`src/rtl/pipeline_hazard_ctrl_if.sv`:
```
// Bundles the hazard-detection inputs and pipeline-register control outputs
// exchanged between the 5-stage pipeline datapath and its stall/flush controller.
interface pipeline_hazard_ctrl_if;
  logic [4:0]  id_rs1;
  logic [4:0]  id_rs2;
  logic        id_uses_rs1;
  logic        id_uses_rs2;
  logic [4:0]  ex_rd;
  logic        ex_memread;
  logic        ex_branch_taken;
  // mem_req/mem_ready: MEM holds an access while mem_req=1; the access
  // completes in the cycle mem_ready=1, and until then the pipeline is frozen.
  logic        mem_req;
  logic        mem_ready;
  logic        pc_write;
  logic        if_id_write;
  logic        id_ex_write;
  logic        ex_mem_write;
  logic        id_ex_bubble;
  logic        if_id_flush;
  logic [1:0]  stall_state;
  logic        mem_timeout;
  logic [15:0] stall_cycles;
  logic [15:0] flush_count;

  modport master (
    output id_rs1, id_rs2, id_uses_rs1, id_uses_rs2, ex_rd, ex_memread,
           ex_branch_taken, mem_req, mem_ready,
    input  pc_write, if_id_write, id_ex_write, ex_mem_write, id_ex_bubble,
           if_id_flush, stall_state, mem_timeout, stall_cycles, flush_count
  );

  modport slave (
    input  id_rs1, id_rs2, id_uses_rs1, id_uses_rs2, ex_rd, ex_memread,
           ex_branch_taken, mem_req, mem_ready,
    output pc_write, if_id_write, id_ex_write, ex_mem_write, id_ex_bubble,
           if_id_flush, stall_state, mem_timeout, stall_cycles, flush_count
  );
endinterface

```
`src/rtl/pipeline_hazard_ctrl.sv`:
```
// Central stall/flush controller: combinational pipeline-register enables plus
// a diagnostic stall-state register, memory-wait timeout and saturating counters.
module pipeline_hazard_ctrl #(
  parameter int unsigned TIMEOUT = 255
) (
  input logic                  clk,
  input logic                  reset,
  pipeline_hazard_ctrl_if.slave hz
);

  typedef enum logic [1:0] {
    ST_RUN      = 2'd0,
    ST_LOAD_USE = 2'd1,
    ST_MEM_WAIT = 2'd2
  } state_t;

  localparam logic [15:0] TIMEOUT_M1 = 16'(TIMEOUT - 1);

  state_t      state_q, state_d;
  logic [15:0] wait_cnt_q;
  logic        timeout_q;
  logic [15:0] stall_cnt_q;
  logic [15:0] flush_cnt_q;

  logic mem_wait, load_use, flush_go;
  logic pc_write, if_id_write, id_ex_write, ex_mem_write, id_ex_bubble, if_id_flush;

  assign mem_wait = hz.mem_req & ~hz.mem_ready;
  assign load_use = hz.ex_memread && (hz.ex_rd != 5'd0) &&
                    ((hz.id_uses_rs1 && (hz.id_rs1 == hz.ex_rd)) ||
                     (hz.id_uses_rs2 && (hz.id_rs2 == hz.ex_rd)));
  // A branch seen during a memory wait is deferred until the access completes.
  assign flush_go = hz.ex_branch_taken & ~mem_wait;

  always_comb begin
    pc_write     = 1'b1;
    if_id_write  = 1'b1;
    id_ex_write  = 1'b1;
    ex_mem_write = 1'b1;
    id_ex_bubble = 1'b0;
    if_id_flush  = 1'b0;
    if (reset) begin
      pc_write = 1'b1;
    end else if (mem_wait) begin
      pc_write     = 1'b0;
      if_id_write  = 1'b0;
      id_ex_write  = 1'b0;
      ex_mem_write = 1'b0;
    end else if (hz.ex_branch_taken) begin
      id_ex_bubble = 1'b1;
      if_id_flush  = 1'b1;
    end else if (load_use) begin
      pc_write     = 1'b0;
      if_id_write  = 1'b0;
      id_ex_bubble = 1'b1;
    end
  end

  always_comb begin
    state_d = ST_RUN;
    if (mem_wait)
      state_d = ST_MEM_WAIT;
    else if (load_use && !hz.ex_branch_taken)
      state_d = ST_LOAD_USE;
  end

  always_ff @(posedge clk) begin
    if (reset) begin
      state_q     <= ST_RUN;
      wait_cnt_q  <= 16'd0;
      timeout_q   <= 1'b0;
      stall_cnt_q <= 16'd0;
      flush_cnt_q <= 16'd0;
    end else begin
      state_q <= state_d;
      if (mem_wait) begin
        if (wait_cnt_q != 16'hFFFF)
          wait_cnt_q <= wait_cnt_q + 16'd1;
        if (wait_cnt_q == TIMEOUT_M1)
          timeout_q <= 1'b1;
      end else begin
        wait_cnt_q <= 16'd0;
      end
      if (!pc_write && stall_cnt_q != 16'hFFFF)
        stall_cnt_q <= stall_cnt_q + 16'd1;
      if (flush_go && flush_cnt_q != 16'hFFFF)
        flush_cnt_q <= flush_cnt_q + 16'd1;
    end
  end

  assign hz.pc_write     = pc_write;
  assign hz.if_id_write  = if_id_write;
  assign hz.id_ex_write  = id_ex_write;
  assign hz.ex_mem_write = ex_mem_write;
  assign hz.id_ex_bubble = id_ex_bubble;
  assign hz.if_id_flush  = if_id_flush;
  assign hz.stall_state  = state_q;
  assign hz.mem_timeout  = timeout_q;
  assign hz.stall_cycles = stall_cnt_q;
  assign hz.flush_count  = flush_cnt_q;

endmodule

```
`src/flat_wrapper.sv`:
```
// flat-port wrapper written by rule: the top's interface ports become plain ports
module pipeline_hazard_ctrl_flat 
#(
  parameter int unsigned TIMEOUT = 255
)
  (clk, reset, hz_id_rs1, hz_id_rs2, hz_id_uses_rs1, hz_id_uses_rs2, hz_ex_rd, hz_ex_memread, hz_ex_branch_taken, hz_mem_req, hz_mem_ready, hz_pc_write, hz_if_id_write, hz_id_ex_write, hz_ex_mem_write, hz_id_ex_bubble, hz_if_id_flush, hz_stall_state, hz_mem_timeout, hz_stall_cycles, hz_flush_count);
  pipeline_hazard_ctrl_if hz_i ();
  input logic clk;
  input logic reset;
  input wire logic [$bits(hz_i.id_rs1)-1:0] hz_id_rs1;
  input wire logic [$bits(hz_i.id_rs2)-1:0] hz_id_rs2;
  input wire logic [$bits(hz_i.id_uses_rs1)-1:0] hz_id_uses_rs1;
  input wire logic [$bits(hz_i.id_uses_rs2)-1:0] hz_id_uses_rs2;
  input wire logic [$bits(hz_i.ex_rd)-1:0] hz_ex_rd;
  input wire logic [$bits(hz_i.ex_memread)-1:0] hz_ex_memread;
  input wire logic [$bits(hz_i.ex_branch_taken)-1:0] hz_ex_branch_taken;
  input wire logic [$bits(hz_i.mem_req)-1:0] hz_mem_req;
  input wire logic [$bits(hz_i.mem_ready)-1:0] hz_mem_ready;
  output wire logic [$bits(hz_i.pc_write)-1:0] hz_pc_write;
  output wire logic [$bits(hz_i.if_id_write)-1:0] hz_if_id_write;
  output wire logic [$bits(hz_i.id_ex_write)-1:0] hz_id_ex_write;
  output wire logic [$bits(hz_i.ex_mem_write)-1:0] hz_ex_mem_write;
  output wire logic [$bits(hz_i.id_ex_bubble)-1:0] hz_id_ex_bubble;
  output wire logic [$bits(hz_i.if_id_flush)-1:0] hz_if_id_flush;
  output wire logic [$bits(hz_i.stall_state)-1:0] hz_stall_state;
  output wire logic [$bits(hz_i.mem_timeout)-1:0] hz_mem_timeout;
  output wire logic [$bits(hz_i.stall_cycles)-1:0] hz_stall_cycles;
  output wire logic [$bits(hz_i.flush_count)-1:0] hz_flush_count;
  assign hz_i.id_rs1 = hz_id_rs1;
  assign hz_i.id_rs2 = hz_id_rs2;
  assign hz_i.id_uses_rs1 = hz_id_uses_rs1;
  assign hz_i.id_uses_rs2 = hz_id_uses_rs2;
  assign hz_i.ex_rd = hz_ex_rd;
  assign hz_i.ex_memread = hz_ex_memread;
  assign hz_i.ex_branch_taken = hz_ex_branch_taken;
  assign hz_i.mem_req = hz_mem_req;
  assign hz_i.mem_ready = hz_mem_ready;
  assign hz_pc_write = hz_i.pc_write;
  assign hz_if_id_write = hz_i.if_id_write;
  assign hz_id_ex_write = hz_i.id_ex_write;
  assign hz_ex_mem_write = hz_i.ex_mem_write;
  assign hz_id_ex_bubble = hz_i.id_ex_bubble;
  assign hz_if_id_flush = hz_i.if_id_flush;
  assign hz_stall_state = hz_i.stall_state;
  assign hz_mem_timeout = hz_i.mem_timeout;
  assign hz_stall_cycles = hz_i.stall_cycles;
  assign hz_flush_count = hz_i.flush_count;
  pipeline_hazard_ctrl #(.TIMEOUT(TIMEOUT)) u_core (.clk(clk), .reset(reset), .hz(hz_i));
endmodule
```
`config.mk`:
```
export PLATFORM = sky130hd
export DESIGN_NAME = pipeline_hazard_ctrl_flat
export DESIGN_NICKNAME = d
export VERILOG_FILES = /design/src/rtl/pipeline_hazard_ctrl_if.sv /design/src/rtl/pipeline_hazard_ctrl.sv /design/src/flat_wrapper.sv
export SDC_FILE = /design/constraint.sdc
export NUM_CORES = 1
export LEC_CHECK = 0
export BUFFER_PORTS_ARGS = -buffer_cell sky130_fd_sc_hd__buf_2
export CAP_MARGIN = 30
export CORE_MARGIN = 5
export CORE_UTILIZATION = 40
export DETAILED_ROUTE_END_ITERATION = 8
export SETUP_SLACK_MARGIN = 0.4
export SYNTH_ARGS = -nofsm -noshare
export SYNTH_HDL_FRONTEND = slang
export SYNTH_SLANG_ARGS = --single-unit
```
`constraint.sdc`:
```
create_clock -name clk -period 4.5 [get_ports clk]
set_clock_uncertainty 0.2 [all_clocks]
set_input_delay 0.225 -clock clk [delete_from_list [all_inputs] [get_ports clk]]
set_output_delay 0.225 -clock clk [all_outputs]
set_load 0.03 [all_outputs]
```
# [Word-level counts from Yosys, hierarchy flattened]
# Index checks and enable logic that the tools add are counted.
# W data, S select, Z words.
[totals] word_cells=48 out_inout_bits=41 regBits=51
[op_classes] n_addsub=3 n_mux=15 n_bitwise=4 n_reduce_logical=14 n_eq_ne=6
[ops] operator="$add A16 B1 Y16 const B" count=3
[ops] operator="$ne A16 B16 Y1 const B" count=3
[ops] operator="$eq A16 B8 Y1 const B" count=1
[ops] operator="$mux W1" count=14
[ops] operator="$eq A5 B5 Y1" count=2
[ops] operator="$logic_and A1 B1 Y1" count=7
[ops] operator="$reduce_bool A5 Y1" count=1
[ops] operator="$reduce_or A2 Y1" count=2
[ops] operator="$and A1 B1 Y1" count=2
[ops] operator="$logic_not A1 Y1" count=2
[ops] operator="$mux W2" count=1
[ops] operator="$not A1 Y1" count=2
[ops] operator="$reduce_and A2 Y1" count=1
[ops] operator="$logic_or A1 B1 Y1" count=1

# [Longest topological paths before layout]
# Gate-level depths: netlist (run 1).
[logic_depth] ltp_word=10 mapped_depth=9

# [Worst setup path before layout (run 1)]
# OpenSTA, ideal clock, no wires.
[synth_path] path_type="flip-flop to flip-flop" startpoint="register u_core.stall_cnt_q[2] (netlist: u_core.hz.stall_cycles[2])" endpoint="register u_core.stall_cnt_q[7] (netlist: u_core.hz.stall_cycles[7])" path_slack_ns=2.112 t_arrival_ns=2.074 stages_incl_launch_ff=9 path_buffers=2 path_cell_list="dfxtp_1 -> and4_1 -> and2_1 -> and3_1 -> and3_1 -> clkbuf_1 -> clkbuf_1 -> nor4_1 -> o21a_1"
[synth_via] elab_chain_len=2
[synth_rtl] item="start, declared" line_no="pipeline_hazard_ctrl.sv:22" text="logic [15:0] stall_cnt_q;"
[synth_rtl] item="start signal, assigned" line_no="pipeline_hazard_ctrl.sv:85" text="stall_cnt_q <= stall_cnt_q + 16'd1;"
[synth_rtl] item="branches (longest 2 deep; another with $add A16 B1 Y16)"
# Several ways; the timed one is not identified.
# A chain may end at the register's enable or synchronous reset.

# [Worst setup path in the final report (run 1)]
[layout_path] startpoint="input port reset" endpoint="register u_core.stall_cnt_q[11] (netlist: u_core.hz.stall_cycles[11])"
[layout_via] elab_chain_len=3
[layout_rtl] item="start, declared" line_no="flat_wrapper.sv:9" text="input logic reset;"
[layout_rtl] item="$mux W1" line_no="pipeline_hazard_ctrl.sv:42" text="if (reset) begin"
[layout_rtl] item="$logic_not A1 Y1" line_no="pipeline_hazard_ctrl.sv:84" text="if (!pc_write && stall_cnt_q != 16'hFFFF)"
[layout_rtl] item="$logic_and A1 B1 Y1" line_no="pipeline_hazard_ctrl.sv:84"
# Parallel ways exist; a longest one is shown, timed or not.

==> results of run 1 <==
==> power breakdown <==
group / switching, mW / total [mW] / internal, mW
combinational: 0.0397 / 0.0619 / 0.0222
clock: 0.142 / 0.283 / 0.141
sequential: 0.00365 / 0.458 / 0.454
==> registers in the layout, summed over array words and instances, names as in the netlist <==
| signal | flops |
|---|---|
| u_core.hz.stall_cycles | 16 |
| u_core.wait_cnt_q | 16 |
| u_core.hz.mem_timeout | 1 |
| u_core.hz.flush_count | 16 |
| u_core.hz.stall_state | 2 |
==> cell usage in the layout, fill, tap and decap left out, types with 7 or more instances in the layout <==
cell type  instances
a21oi_1           13
and3_1             8
and4_1             8
buf_2             63
clkbuf_8           7
dfxtp_1           51
nand2_1           16
nand3_1           21
nand4_1           10
nor2_1            42
nor3_1             9
o21ai_0            8
or3_1              7
xnor2_1           17
xor2_1            17
==> area by class of cell <==
cell class	instances	area, sq um	share of cell area
clock buffers	8	100	0.0331
multi-input cells	232	1470	0.485
well taps	77	96.3	0.0319
flip-flops and latches	51	1020	0.338
inverters	6	22.5	0.00746
repair buffers	63	315	0.104
==> metrics by stage <==
step	setup slack [ps]	util	instances	total power [mW]
finish	2110	0.481	437	0.803
global route	1830	0.481	437	0.844
CTS	2070	0.481	437	0.818
detailed placement	1760	0.465	429	0.531
global placement	1840	0.465	429	0.530
floorplan	2110	-	300	0.509
==> worst min-delay path, stage by stage <==
cell and delay [ps]:
buf_2 80, nor2b_1 70, nor3_1 170
==> cells by family (layout without fill, tap and decap cells) <==
kind of cell               after synthesis  count (layout)
buffers and inverters                   17              77
xor gates and xnor gates                34              34
and+or+nand+nor                        146             146
AOI/OAI and AO/OA                       43              43
adders and majority gates                4               4
DFF                                     51              51
muxes                                    5               5
==> layer usage <==
metal / vias up / part of all wire
li1: 1201 / -
met1: 1054 / 0.48
met2: 48 / 0.46
met3: 5 / 0.046
met4: 0 / 0.010
met5: - / 0
==> path summary, 6_finish.rpt <==
path | slack [ps] | cells after the start | endpoint
max | 2110 | 7 | u_core.hz.stall_cycles[11]
min | 110 | 3 | u_core.hz.stall_state[0]
max reg2reg | 2170 | 6 | u_core.hz.stall_cycles[3]
min reg2reg | 280 | 1 | u_core.hz.stall_cycles[6]
==> qor.yml, run 1 <==
busiest_layer: "met2"
synthFlopType: "dfxtp_1"
crit_type: "primary input to flip-flop"
drv_cap: 0
min_period_over_period: 0.532
cp_slowest_cell: "or4_1"
hold_path_class: "primary input to flip-flop"
setup_viol: 0
die_h_um: 90.1
crit_required_ps: 4530
antenna_left: 0
synth_compound_area_frac: 0.113
drt-total-wl_um: 5820
syn-cell-area_sq_mm: 0.00257
vias: 2308
end_kind: "flip-flop"
row_count: 29
wire_per_inst_um: 13.3
seq_area_frac_synth: 0.398
synth_area_per_cell_sq_um: 8.55
cts_max_path_buffers: 2
via_per_inst: 5.28
n_antenna_cell: 0
die_w_um: 90.1
min_from: "hz_mem_ready"
r2r_start: "u_core.hz.stall_cycles[2]"
clock_sinks: 51
start_kind: "primary input"
dpl_cell_area_sq_mm: 0.00292
min_period_ps: 2390
synth.largest_area_cell: "dfxtp_1"
synth.area.mux_share: 0.0200
leakagePower_nw: 1.17
core_sq_mm: 0.00628
floorplan.initialDensity: 0.409
gp_congestion: 0.775
overflow: 0
slew_headroom: 0.561
crit_fanout: 33
die-area_sq_mm: 0.00812
drc_errors: 0
status: "finished, final reports clean"
synth_most_common_cell: "dfxtp_1"
fillers: 663
cts_tree: "built"
synth_top_cells_by_count: "dfxtp_1 (51), nor2_1 (42), nand3_1 (21), xnor2_1 (17), xor2_1 (17)"
use_met2: 0.235
cts_buffers: 5
cts.reportedPaths.clkPinSlew_ps: 90
hold_viol_final: 0
htree_levels: 2
grt_max_degree: 34
startpoint: "reset"
yosysUniqueCellTypes: 42
synthAdderAreaFrac: 0.0195
slowest_delay_ps: 540
timing.setup.tns_ps: 0
stdcell_area_sq_mm: 0.00302
ys_ff_latch: 51
drtIter0Drc: 110
grt_usage: 0.143
antenna_found_initial: 0
clockRootBuffer: "clkbuf_8"
cp_top_family: "buffers and inverters"
use_met3: 0.0326
max_freq_mhz: 418
synth_top_area_frac: 0.398
gr-usage-met1: 0.189
critical_path_arrival_ps: 2420
p_per_area_mw_per_mm2: 266
synth_area_leaders: "dfxtp_1 (40%), nor2_1 (6.1%), xnor2_1 (5.8%), xor2_1 (5.8%), nand3_1 (4.1%)"
area_growth_pct: 17.7
dp_hpwl_um: 4330
synth_edf_count: 0
synth_cells: 300
cts_hold_buf: 0
cts_resized: 0
cp_num_buf_inv: 3
synth_warnings: 0
dr.pass1.iters: 4
yosys.area_share.simple: 0.302
grt_pass1_wl_um: 10000
post_cts_buffers: 0
ioPinCount: 64
drv_slew: 0
synth_fp_nets: 327
synthArstFlopShare: 0
worst_pin_slew_ps: 652
first_global_vias: 2198
cp_cell_sequence: "buf_2 > nor2_1 > clkinv_1 > o21ai_4 > inv_2 > or4_1 > a21oi_1"
synthXorXnorAreaFrac: 0.116
synth_top_family_by_area: "simple AND/OR/NAND/NOR gates"
fin_nets: 386
layout-drive-gt1-share: 0.208
rsz0062_at_grt: "false"
portBuffers: 63
holdWs_ps: 111
peakVddDrop_uv: 136
insertion_delay_ps: 300
Power figures use the tool's default switching activity.
==> run 2: changes to the inputs <==
--- a/config.mk
+++ b/config.mk
@@ -10,6 +10,7 @@
 export CORE_MARGIN = 5
 export CORE_UTILIZATION = 40
 export DETAILED_ROUTE_END_ITERATION = 8
+export PLACE_DENSITY = 0.65
 export SETUP_SLACK_MARGIN = 0.4
 export SYNTH_ARGS = -nofsm -noshare
 export SYNTH_HDL_FRONTEND = slang
==> constraint.sdc (replaced) <==
create_clock -name clk -period 2.1 [get_ports clk]
set_clock_uncertainty 0.2 [all_clocks]
set_input_delay 0.105 -clock clk [delete_from_list [all_inputs] [get_ports clk]]
set_output_delay 0.105 -clock clk [all_outputs]
set_load 0.03 [all_outputs]
==> run 2 against run 1 <==
  * The run now ends with hold timing left
  * Routed wire length up 26%
  * Die area stayed put
  * Core utilization increased by 17 points
  * Combinational power rose to 3.1 times the previous value
  * Sequential power grew 110%
  * Clock power increased by 110%
  * Largest power group unchanged
  * Highest routed layer unchanged
==> qor.yml, run 2 (synthesis gave the netlist of run 1 again) <==
totalPowerFinal_mw: 1.74  # +120%
critical_path_arrival_ps: 2020  # -400 ps
grt_max_degree: 19  # -44%
layout-drive-gt1-share: 0.545  # +0.337
finish.utilization: 0.651  # +0.170
crit_type: "flip-flop to flip-flop"
fin_nets: 446  # +16%
drv_cap: 0  # unchanged
floorplan.initialDensity: 0.409  # unchanged
hold_path_class: "primary input to flip-flop"
grt_usage: 0.173  # +0.0297
worst_pin_slew_ps: 599  # -53.6 ps
min_period_over_period: 0.943
rrSetupSlack_ps: 120  # -2050 ps
vias: 2713  # +18%
die_w_um: 90.1  # unchanged
clock_sinks: 51  # unchanged
insertion_delay_ps: 300  # about the same
slew_headroom: 0.600  # +0.0395
dr.pass1.iters: 4  # unchanged
crit_required_ps: 2140  # -2390 ps
drc_errors: 0  # unchanged
leakagePower_nw: 1.58  # +35%
cts_buffers: 5  # unchanged
antenna_found_initial: 0  # unchanged
regToRegEndpoint: "u_core.hz.stall_cycles[14]"
seqCellArea_sq_mm: 0.00111  # +8.8%
violations: "hold timing"
holdWs_ps: -1.46  # -113 ps
htree_levels: 2  # unchanged
peakVddDrop_uv: 299  # +120%
n_antenna_cell: 0  # unchanged
grt_pass1_wl_um: 12100  # +21%
rsz0062_at_grt: "true"
fillers: 503  # -24%
slowest_delay_ps: 490  # -50 ps
core_sq_mm: 0.00628  # unchanged
wire_per_inst_um: 14.8  # +11%
drtIter0Drc: 91  # -17%
hold_end: "u_core.hz.flush_count[15]"
crit_fanout: 4  # -88%
cp_cell_sequence: "and4_1 > and2_4 > and3_4 > buf_6 > nand3_2 > or4_1 > a21oi_1"
drt-total-wl_um: 7350  # +26%
portBuffers: 63  # unchanged
die-area_sq_mm: 0.00812  # unchanged
min_from: "reset"
dp_hpwl_um: 4760  # +9.9%
end_kind: "flip-flop"
start_kind: "flip-flop"
clockRootBuffer: "clkbuf_8"
antenna_left: 0  # unchanged
max_freq_mhz: 505
r2r_start: "u_core.hz.stall_cycles[2]"
gp_congestion: 0.793  # +2.4%
first_global_vias: 2597  # +18%
placed_cells: 448  # +4.4%
cts_tree: "built"
timing.setup.tns_ps: 0  # unchanged
via_per_inst: 5.46  # +3.4%
area_growth_pct: 59.2
cp_slowest_cell: "or4_1"
min_period_ps: 1980
final_cells: 497  # +14%
ioPinCount: 64  # unchanged
holdPathStages: 3  # unchanged
final_common_cell: "buf_2"
cts.reportedPaths.clkPinSlew_ps: 90  # about the same
overflow: 0  # unchanged
status: "complete, but fails checks"
drv_slew: 0  # unchanged
worst_r2r_path_depth: 7  # +1
multi_input_area_sq_mm: 0.00193  # +32%
final_cell_mix: "buf_2 (58), buf_4 (46), nor2_1 (35)"
cts_max_path_buffers: 2  # unchanged
hold_viol_final: 1  # +1
setup_viol: 0  # unchanged
die_h_um: 90.1  # unchanged
row_count: 29  # unchanged
p_per_area_mw_per_mm2: 426  # +60%
[run 2: cell types whose count changed in the layout (fill, tap and decap cells not counted), sizes merged]
cell,change
buf,+57
and3,+1
clkinv,+1
or3,+1
clkbuf,-1
dlygate4sd3,+1
[run 2: layout make-up]
| type | count | share of cell area |
|---|---|---|
| well taps | 77 | 0.0236 |
| clock inverters | 1 | 0.00122 |
| repair buffers | 121 | 0.204 |
| inverters | 6 | 0.00612 |
| multi-input cells | 234 | 0.472 |
| clock buffers | 7 | 0.0211 |
| flip-flops and latches | 51 | 0.272 |
[run 2: through the flow]
step	area (sq um)	worst slack [ps]
3_5_place_dp	3350	-40.3
4_1_cts	3890	173
2_1_floorplan	2880	90.6
3_3_place_gp	3350	3.62
5_1_grt	4090	68.4
6_report	4090	119
[run 2: power by group]
| part | internal (mW) | switching, mW | total, mW |
|---|---|---|---|
| logic | 0.0862 | 0.105 | 0.192 |
| registers | 0.951 | 0.00953 | 0.960 |
| clock network | 0.267 | 0.323 | 0.589 |
[run 2: repair_timing]
item / 4_1_cts / 5_1_grt
buffers inserted: 29 / 9
pin swaps: 36 / 30
hold buffers: 1 / 0
setup endpoints to repair: 41 / 46
resized for setup: 50 / 25
gates cloned: 2 / 0
hold endpoints to repair: 1 / 0
[run 2: worst max-delay path: cells and delay by family (launching register included)]
kind,cells,cell delay [ps]
AOI/OAI and AO/OA,1,130
DFF,1,350
buffers and inverters,1,110
and+or+nand+nor,5,1130
[run 2: worst max path at each step]
stage               slack [ps]                          to                       from  cells after the start
global route                70  u_core.hz.stall_cycles[14]  u_core.hz.stall_cycles[2]                      7
global placement             4  u_core.hz.stall_cycles[11]                hz_ex_rd[3]                      8
floorplan                   90   u_core.hz.stall_cycles[4]  u_core.hz.stall_cycles[2]                      7
finish                     120  u_core.hz.stall_cycles[14]  u_core.hz.stall_cycles[2]                      7
detailed placement         -40  u_core.hz.stall_cycles[11]                hz_ex_rd[3]                      8
CTS                        170  u_core.hz.stall_cycles[14]  u_core.hz.stall_cycles[2]                      7
[run 2: layer usage]
metal  up-vias  share of wire  track usage  routed length [um]
met1      1307           0.42        0.210                3050
met3        12          0.047       0.0384                 347
met2        63           0.52        0.310                3830
met4         0          0.016       0.0385                 114
li1       1331              -            -                   -
met5         -              0            0                   0
==> run 3: changes to the inputs <==
--- a/config.mk
+++ b/config.mk
@@ -7,7 +7,7 @@
 export LEC_CHECK = 0
 export BUFFER_PORTS_ARGS = -buffer_cell sky130_fd_sc_hd__buf_2
 export CAP_MARGIN = 30
-export CORE_MARGIN = 5
+export CORE_MARGIN = 2
 export CORE_UTILIZATION = 40
 export DETAILED_ROUTE_END_ITERATION = 8
 export PLACE_DENSITY = 0.65
==> constraint.sdc (replaced) <==
create_clock -name clk -period 2.1 [get_ports clk]
set_clock_uncertainty 0.2 [all_clocks]
set_input_delay 0.21 -clock clk [delete_from_list [all_inputs] [get_ports clk]]
set_output_delay 0.21 -clock clk [all_outputs]
set_load 0.03 [all_outputs]
==> run 3 against run 2 <==
  * Power up 2.3%
  * The run now ends clean
  * Largest cell class unchanged
  * Critical path type is now primary input to output pin
  * Hold slack improved by 100 ps
  * Non-clock buffer count increased by 11
  * Final area grew 3.5%
  * Global-route usage rose by 3.8 points
  * Sequential power grew 0.6%
  * Routed wire length is 7.7% higher
  * Final cell count increased by 2.0%
  * Count of clock-buffer cells in the layout stayed put
==> qor.yml, run 3 (synthesis gave the netlist of run 1 again) <==
portBuffers: 63  # unchanged
p_per_area_mw_per_mm2: 421  # -1.1%
seqCellArea_sq_mm: 0.00109  # -1.5%
slew_headroom: 0.612  # +0.0116
max_freq_mhz: 502  # -0.63%
cts_buffers: 5  # unchanged
end_kind: "output pin"
cts_hold_buf: 0  # -1
final_cell_mix: "buf_4 (60), buf_2 (56), nor2_1 (32)"
timing.setup.tns_ps: 0  # unchanged
antenna_left: 0  # unchanged
start_kind: "primary input"
multi_input_area_sq_mm: 0.00199  # +3.1%
die_h_um: 84.1  # -6.7%
clockRootBuffer: "clkbuf_8"
ioPinCount: 64  # unchanged
area_growth_pct: 64.7
critical_path_arrival_ps: 1580  # -440 ps
final_cells: 507  # +2.0%
worst_r2r_path_depth: 6  # -1
holdPathStages: 3  # unchanged
rsz0062_at_grt: "true"
drc_errors: 0  # unchanged
drv_cap: 0  # unchanged
wl_met1_um: 3440  # +12%
fillers: 485  # -3.6%
crit_required_ps: 1690  # -450 ps
antenna_found_initial: 0  # unchanged
crit_type: "primary input to output pin"
layout-drive-gt1-share: 0.572  # +0.0269
gp_congestion: 0.845  # +6.6%
top_layer: "met4"
peakVddDrop_uv: 284  # -4.9%
cts_tree: "built"
row_count: 29  # unchanged
insertion_delay_ps: 310  # about the same
status: "finished, final reports clean"
met3_length_um: 243  # -30%
grt_usage: 0.211  # +0.0377
drtIter0Drc: 130  # +43%
die_w_um: 84.1  # -6.7%
met2WireLength_um: 4120  # +7.5%
fin_nets: 456  # +2.2%
die-area_sq_mm: 0.00707  # -13%
finish.utilization: 0.674  # +0.0225
grt_pass1_wl_um: 12300  # +1.9%
htree_levels: 2  # unchanged
min_period_over_period: 0.949  # +0.00595
via_per_inst: 5.47  # +0.23%
min_period_ps: 1990  # +12.5 ps
overflow: 0  # unchanged
dp_hpwl_um: 4720  # -0.91%
drv_slew: 0  # unchanged
first_global_vias: 2615  # +0.69%
vias: 2774  # +2.2%
final_common_cell: "buf_4"
holdWs_ps: 100  # +102 ps
n_antenna_cell: 0  # unchanged
hold_viol_final: 0  # -1
worst_pin_slew_ps: 581  # -17.4 ps
wire_per_inst_um: 15.6  # +5.6%
hold_path_class: "primary input to flip-flop"
clock_sinks: 51  # unchanged
crit_fanout: 2  # -2
grt_max_degree: 18  # -1
cts.reportedPaths.clkPinSlew_ps: 90  # about the same
core_sq_mm: 0.00628  # unchanged
floorplan.initialDensity: 0.409  # unchanged
setup_viol: 0  # unchanged
placed_cells: 458  # +2.2%
drt-total-wl_um: 7910  # +7.7%
cts_max_path_buffers: 2  # unchanged
leakagePower_nw: 1.63  # +3.4%
dr.pass1.iters: 4  # unchanged
-- run 3: cell types whose count changed in the layout (fill, tap and decap cells not counted), moves of 4 or more --
cell     delta
buf_6       -4
dfxtp_1     +7
buf_4      +14
dfxtp_2     -4
buf_8       +4
-- run 3: worst paths after layout --
check                            start                         end  slack (ps)
max                       hz_id_rs1[3]             hz_id_ex_bubble         110
min                              reset  u_core.hz.stall_cycles[13]         100
max reg2reg  u_core.hz.stall_cycles[4]  u_core.hz.stall_cycles[14]         180
min reg2reg  u_core.hz.flush_count[15]   u_core.hz.flush_count[15]         300
-- run 3: repair_timing --
item,CTS,global route
gates resized for setup,59,46
endpoints found under the setup margin,41,49
buffers inserted,28,12
gates cloned,1,0
pin swaps,30,24
-- run 3: through the flow --
| step | worst slack (ps) | power, mW | area (sq um) |
|---|---|---|---|
| after CTS | 117 | 1.77 | 3940 |
| after detailed placement | -132 | 1.16 | 3390 |
| after global routing | 67.2 | 1.85 | 4230 |
| final | 107 | 1.78 | 4230 |
| after floorplan | 56.8 | 1.09 | 2840 |
| after global placement | -85.7 | 1.16 | 3390 |
-- run 3: critical path: stages --
cell and delay, ps:
buf_6 100, xor2_2 160, nor4_2 290, a32oi_2 180
buf_4 180, nor2_4 90, nor2_2 40, nor3_2 130
buf_4 190
-- run 3: report_power, final --
group / internal, mW / switching, mW / total, mW / leakage [nW]
sequential: 0.955 / 0.0107 / 0.966 / 0.429
clock: 0.265 / 0.330 / 0.595 / 0.0459
combinational: 0.104 / 0.117 / 0.221 / 1.16
total: 1.32 / 0.457 / 1.78 / 1.63
-- run 3: per-layer routing --
metal | GRT usage | up-vias
met2 | 0.366 | 63
met4 | 0.0718 | 0
met1 | 0.266 | 1354
met3 | 0.0307 | 17
li1 | - | 1340
met5 | 0 | -
-- run 3: layout make-up --
class                           instances  area share
Clock inverter                          1    0.000888
Multi-Input combinational cell        233       0.470
Tap cell                               77      0.0228
Timing Repair Buffer                  132       0.221
Inverter                                6     0.00592
Sequential cell                        51       0.259
Clock buffer                            7      0.0204
